[src/rtl/usrt_tx.sv]
// usrt_tx: FIFO-buffered transmitter that frames bytes (start, 8 data LSB first, stop)
// onto a synchronous serial link with a divided bit clock.
module usrt_tx #(
    parameter int DIV = 4,
    parameter int DEPTH = 4
) (
    input  logic       pClk,
    input  logic       pReset,
    input  logic       wEn,
    input  logic [7:0] pWData,
    output logic       full,
    output logic       empty,
    output logic       busy,
    output logic       ovr,
    output logic       uClk,
    output logic       uTxd
);
    localparam int AW = $clog2(DEPTH);
    localparam int CW = AW + 1;
    localparam int HW = DIV > 1 ? $clog2(DIV) : 1;
    typedef enum logic [1:0] {IDLE, START, DATA, STOP} state_t;
    state_t state;
    logic [7:0] mem [DEPTH];
    logic [AW-1:0] wrPtr, rdPtr;
    logic [CW-1:0] count, countNext;
    logic [HW-1:0] halfCnt;
    logic [7:0] shreg;
    logic [2:0] bitIdx;
    logic halfEnd, bitEnd, canPush, pop;
    // uClk doubles as the half-bit phase: a bit ends when the high half expires
    always_comb begin
        halfEnd = halfCnt == HW'(DIV - 1);
        bitEnd = halfEnd && uClk;
        canPush = wEn && count != CW'(DEPTH);
        pop = count != '0 && (state == IDLE || (state == STOP && bitEnd));
        countNext = count + CW'(canPush) - CW'(pop);
    end
    always_ff @(posedge pClk)
        if (canPush) mem[wrPtr] <= pWData;
    always_ff @(posedge pClk or posedge pReset) begin
        if (pReset) begin
            state <= IDLE;
            wrPtr <= '0;
            rdPtr <= '0;
            count <= '0;
            halfCnt <= '0;
            shreg <= '0;
            bitIdx <= '0;
            full <= 1'b0;
            empty <= 1'b1;
            busy <= 1'b0;
            ovr <= 1'b0;
            uClk <= 1'b0;
            uTxd <= 1'b1;
        end else begin
            ovr <= wEn && !canPush;
            count <= countNext;
            full <= countNext == CW'(DEPTH);
            empty <= countNext == '0;
            if (canPush) wrPtr <= wrPtr + 1'b1;
            if (pop) begin
                rdPtr <= rdPtr + 1'b1;
                shreg <= mem[rdPtr];
            end
            if (state != IDLE) begin
                halfCnt <= halfEnd ? '0 : halfCnt + 1'b1;
                if (halfEnd) uClk <= ~uClk;
            end
            case (state)
                IDLE: if (pop) begin
                    state <= START;
                    halfCnt <= '0;
                    uClk <= 1'b0;
                    uTxd <= 1'b0;
                    busy <= 1'b1;
                end
                START: if (bitEnd) begin
                    state <= DATA;
                    bitIdx <= '0;
                    uTxd <= shreg[0];
                end
                DATA: if (bitEnd) begin
                    if (bitIdx == 3'd7) begin
                        state <= STOP;
                        uTxd <= 1'b1;
                    end else begin
                        bitIdx <= bitIdx + 1'b1;
                        shreg <= shreg >> 1;
                        uTxd <= shreg[1];
                    end
                end
                STOP: if (bitEnd) begin
                    if (pop) begin
                        state <= START;
                        uTxd <= 1'b0;
                    end else begin
                        state <= IDLE;
                        busy <= 1'b0;
                    end
                end
                default: state <= IDLE;
            endcase
        end
    end
endmodule
[config.mk]
export PLATFORM = sky130hd
export DESIGN_NAME = usrt_tx
export DESIGN_NICKNAME = d
export VERILOG_FILES = /design/src/rtl/usrt_tx.sv
export SDC_FILE = /design/constraint.sdc
export NUM_CORES = 1
export LEC_CHECK = 0
export ABC_CLOCK_PERIOD_IN_PS = 9000
export BUFFER_PORTS_ARGS = -buffer_cell sky130_fd_sc_hd__buf_2
export CORE_ASPECT_RATIO = 2
export CORE_MARGIN = 5
export CORE_UTILIZATION = 45
export DETAILED_ROUTE_END_ITERATION = 12
export GPL_ROUTABILITY_DRIVEN = 0
export HOLD_SLACK_MARGIN = 0.03
export PLACE_DENSITY = 0.66
export SYNTH_ARGS = -nofsm -noshare
export SYNTH_HDL_FRONTEND = slang
export SYNTH_SLANG_ARGS = --single-unit
[constraint.sdc]
create_clock -name pClk -period 9 [get_ports pClk]
set_clock_uncertainty 0.05 [all_clocks]
set_input_delay 0.9 -clock pClk [delete_from_list [all_inputs] [get_ports pClk]]
set_output_delay 0.9 -clock pClk [all_outputs]
set_load 0.005 [all_outputs]
# --- Word level (Yosys, flattened, before mapping) ---
# Memories as Yosys holds them, arrays and structs flattened.
# Cells that the tools add are included.
op_classes:
  add_sub_neg: 6
  n_eq_ne: 14
  mux: 35
  bitwise: 1
  reduce_logical: 17
op_table:
  columns: ["cell", "count"]
  rows:
  - ["$mux 8", 4]
  - ["$mux 2", 9]
  - ["$mux 1", 15]
  - ["$ne 2x2->1 const B", 7]
  - ["$mux 3", 3]
  - ["$pmux 2 s4", 1]
  - ["$reduce_and 4->1", 2]
  - ["$add 2x1->2 const B", 3]
  - ["$eq 2x2->1 const B", 3]
  - ["$eq 3x3->1 const B", 2]
  - ["$pmux 3 s2", 1]
  - ["$reduce_bool 2->1", 3]
  - ["$logic_and 1x1->1", 5]
  - ["$reduce_and 5->1", 1]
  - ["$pmux 1 s4", 1]
  - ["$add 3x1->3", 1]
  - ["$add 3x1->3 const B", 1]
  - ["$logic_not 3->1", 1]
  - ["$ne 3x3->1 const B", 1]
  - ["$reduce_and 3->1", 1]
  - ["$reduce_bool 3->1", 1]
  - ["$sub 3x1->3", 1]
  - ["$eq 2x1->1 const B", 1]
  - ["$logic_not 2->1", 1]
  - ["other kinds (4)", 4]
totals:
  ff_bits: 28
  ramBits: 32
  in_bits: 11
  output_inout_bits: 6
  word_cells: 87
  mem_count: 1
mem_list:
  columns: ["name", "depth", "word_bits", "read_ports", "rd_ports_with_merged_regs", "wr", "line", "text"]
  rows:
  - ["mem", 4, 8, 1, 0, 1, "23", "logic [7:0] mem [DEPTH];"]

# --- Longest topological paths before layout ---
depth:
  word_depth: 9
  depth_mapped: 15
  mapped_depth_nobuf: 13

# --- Least setup slack after synthesis ---
# Ideal clock, no wire load.
synth_path:
  path_kind: "register to register"
  from: "register halfCnt[0]"
  to: "register full"
  setup_time_ps: 88
  arrival_ps: 2727
  required_time_ps: 8862
  path_slack_ps: 6135
  path_stages_with_launch: 16
  path_buffers: 2
  period_less_slack_ps: 2865
  cell_sequence: "dfrtp_1 -> ha_1 -> ha_1 -> a21oi_1 -> or2_1 -> buf_6 -> inv_6 -> buf_4 -> ha_1 -> inv_1 -> ha_1 -> inv_1 -> fa_1 -> xnor2_1 -> xnor2_1 -> nor3b_1"
synth_via:
  elab_chain_len: 7
synth_rtl:
  columns: ["item", "line", "text"]
  rows:
  - ["start: declaration", "26", "logic [HW-1:0] halfCnt;"]
  - ["start signal: assignment", "66", "halfCnt <= halfEnd ? '0 : halfCnt + 1'b1;"]
  - ["$eq 2x2->1", "32", "halfEnd = halfCnt == HW'(DIV - 1);"]
  - ["$logic_and 1x1->1", "33", "bitEnd = halfEnd && uClk;"]
  - ["$logic_and 1x1->1", "35", "pop = count != '0 && (state == IDLE || (state == STOP && bitEnd));"]
  - ["$logic_or 1x1->1", "35", null]
  - ["$logic_and 1x1->1", "35", null]
  - ["$sub 3x1->3", "36", "countNext = count + CW'(canPush) - CW'(pop);"]
  - ["named net countNext[2]", "25", "logic [CW-1:0] count, countNext;"]
  - ["$eq 3x3->1", "58", "full <= countNext == CW'(DEPTH);"]
  - ["end signal: assignment", "58", null]
  - ["end: declaration", "11", "output logic full,"]
# The timed path passes the listed nets, and every way through them passes these cells.
# A chain may end at the register's enable or synchronous reset.

# --- Final worst setup path ---
# Same ends and word-level chain as after synthesis.

==> reports/results.txt <==
Final ANT Viol Nets - 0
Yosys top cell by area - edfxtp_1
Mapped Nets - 210
number of port buffers - 16
GRT Residual Overflow - 0
per-cell routed wire length - 16.1 um
Pleak - 1.26 nW
top-count cell post-synth - edfxtp_1
global-route wire length before repair - 7.52 mm
CTS Hold Bufs - 0
Yosys cell types - 39
drt drc - 0
syn avg cell area - 14.5 um^2
Synth Area in Adders - 7.84%
initial antenna violation count - 0
total power draw - 1.13 mW
Final #Nets - 231
IO Count - 17
number of diodes - 0
setup TNS - 0 ns
Post-Syn Area - 2650 um^2
drt pass-1 iters - 4
share of cells above drive strength 1 - 23.4%
CTS tree - done
via count - 1,472
crit path kind - flip-flop to flip-flop
main combinational cell family by area after synthesis - multiplexers
HPWL Detailed - 3.12 mm
DIE AREA - 7610 um^2
VDD IR-drop max - 0.217 mV
site row count - 39
Clock Path Buffers - 2
drt via density - 5.45
critical path peak fanout - 12
Worst Setup Start Kind - flip-flop
EDFF count, synth - 32
WL final - 4.35 mm
Final Max Tran Viols - 0
fill count - 475
final cell area excluding filler cells - 3060 um^2
Final Hold Fails - 0
Worst Path Arrival - 3.28 ns
Core Region - 5710 um^2
Final setup viols - 0
ys async rst share - 46.7%
fin crit period - 3.09 ns
RSZ-0062 raised after global routing - false
top cells by count, synth - 32 x edfxtp_1, 26 x dfrtp_1, 21 x nand2_1
Peak Freq - 0.324 GHz
placed inst area - 2770 um^2
vias in the first global route - 1,578
class of the tightest hold or removal check - flip-flop to flip-flop
CP endpoint kind - flip-flop
Slew HR - 30.1%
CTS resizes - 0
Worst EP required - 9.19 ns
Synth Area in Simple Gates - 7.70%
Post-Syn Instances - 183
top-area cell type share of the netlist area - 36.3%
top cells by area, synth - edfxtp_1 36%, dfrtp_1 25%, ha_1 7.1%
initial core utilization - 46.4%
Seq cells post-synth - 60
Core Util, Final - 53.6%
post-synthesis compound-gate area fraction - 8.13%
PwrDens - 369 nW/um^2
clock sinks - 60
post-synthesis sequential area ratio - 62.9%
Worst-path clk slew - 0.05 ns
area delta synth->final - 15.5%
clk root buf - clkbuf_16
top_reg_cell synth - edfxtp_1
Starting DRT DRC Count - 60
setup repair bufs after CTS - 0
mux cell area share after synthesis - 8.60%
status - finished clean
Die W - 64.2 um
clk_lat worst skew - 0.32 ns
Die Span Y - 118 um
xor/xnor share of the synthesized area - 1.65%
Max Cap Viol - 0
TritonCTS Buffers - 9
Slew @ Worst Pin - 1.05 ns
H-tree depth - 3
worst hold slack - 0.448 ns
synth warn - 0
Total GRT Usage - 13.1%
largest net degree at the start of global routing - 29
post-route clock period utilization - 34.3%
layer usage:
layer,vias up,GRT usage (%),wire [um]
li1,707,-,-
met1,736,14.1,1670
met2,17,22.3,2420
met3,12,4.27,152
met4,0,6.50,108
met5,-,0,0
layout by cell type (no fill, tap or decap), drive strengths merged, types with 2 or more instances in the layout:
cell      Yosys  routed
dfrtp        26      26
nor2          8       8
inv          11      11
buf           6      16
clkinvlp      0       2
o2bb2ai       2       2
mux4          8       8
a21oi         6       6
clkinv        0       4
ha           15      15
nor3          3       3
clkbuf        0       9
o21ai         4       4
and2          4       4
nand2        21      21
mux2          3       3
dfstp         2       2
a31oi         7       7
a22o          5       5
edfxtp       32      32
xnor2         5       5
a21boi        2       2
worst max-delay path: stages (launching register included):
cell     delay, ns
dfrtp_1       0.39
ha_1          0.22
ha_1          0.27
a21oi_1       0.17
or2_1         0.36
inv_6         0.11
ha_1          0.28
inv_1         0.05
ha_1          0.12
inv_1         0.04
fa_1          0.37
xnor2_1       0.14
xnor2_1       0.21
nor3b_1       0.20
power by group:
group	internal (mW)	total (mW)	switching (mW)
combinational	0.168	0.347	0.180
sequential	0.384	0.451	0.0670
clock	0.212	0.329	0.117
path summary, 6_finish.rpt:
| path | start | endpoint | slack [ns] | cells after the start |
|---|---|---|---|---|
| min reg2reg | halfCnt[0] | halfCnt[0] | 0.45 | 1 |
| max reg2reg | halfCnt[0] | full | 5.91 | 13 |
| min | halfCnt[0] | halfCnt[0] | 0.45 | 1 |
| max | halfCnt[0] | full | 5.91 | 13 |
| max in group asynchronous | pReset | bitIdx[0] | 7.49 | 2 |
| min in group asynchronous | pReset | uClk | 0.77 | 2 |
registers in the layout (all words and copies together), names as in the netlist:
signal	cells
full	1
bitIdx	3
uTxd	1
busy	1
count	3
wrPtr	2
state	2
halfCnt	2
rdPtr	2
uClk	1
mem	32
ovr	1
empty	1
shreg	8
logic make-up (layout without fill, tap and decap cells):
group                      Yosys count  count (layout)
AOI/OAI and AO/OA                   30              30
and+or+nand+nor                     43              43
adders and majority gates           16              16
muxes                               12              12
DFF                                 60              60
xor gates and xnor gates             5               5
buffers and inverters               17              43
through the flow:
stage | worst slack [ns] | instances
3_3_place_gp | 5.94 | 254
4_1_cts | 5.87 | 270
5_1_grt | 5.63 | 270
6_report | 5.91 | 270
2_1_floorplan | 6.13 | 183
3_5_place_dp | 5.86 | 254
final cells by class:
| cell class | instances | area [um^2] | share of cell area, % |
|---|---|---|---|
| Clock buffer | 9 | 225 | 7.36 |
| Clock inverter | 7 | 67.6 | 2.21 |
| Inverter | 11 | 46.3 | 1.51 |
| Multi-Input combinational cell | 106 | 898 | 29.4 |
| Sequential cell | 60 | 1660 | 54.4 |
| Tap cell | 61 | 76.3 | 2.50 |
| Timing Repair Buffer | 16 | 80.1 | 2.62 |
No activity file was read; power rests on OpenSTA's default activity.
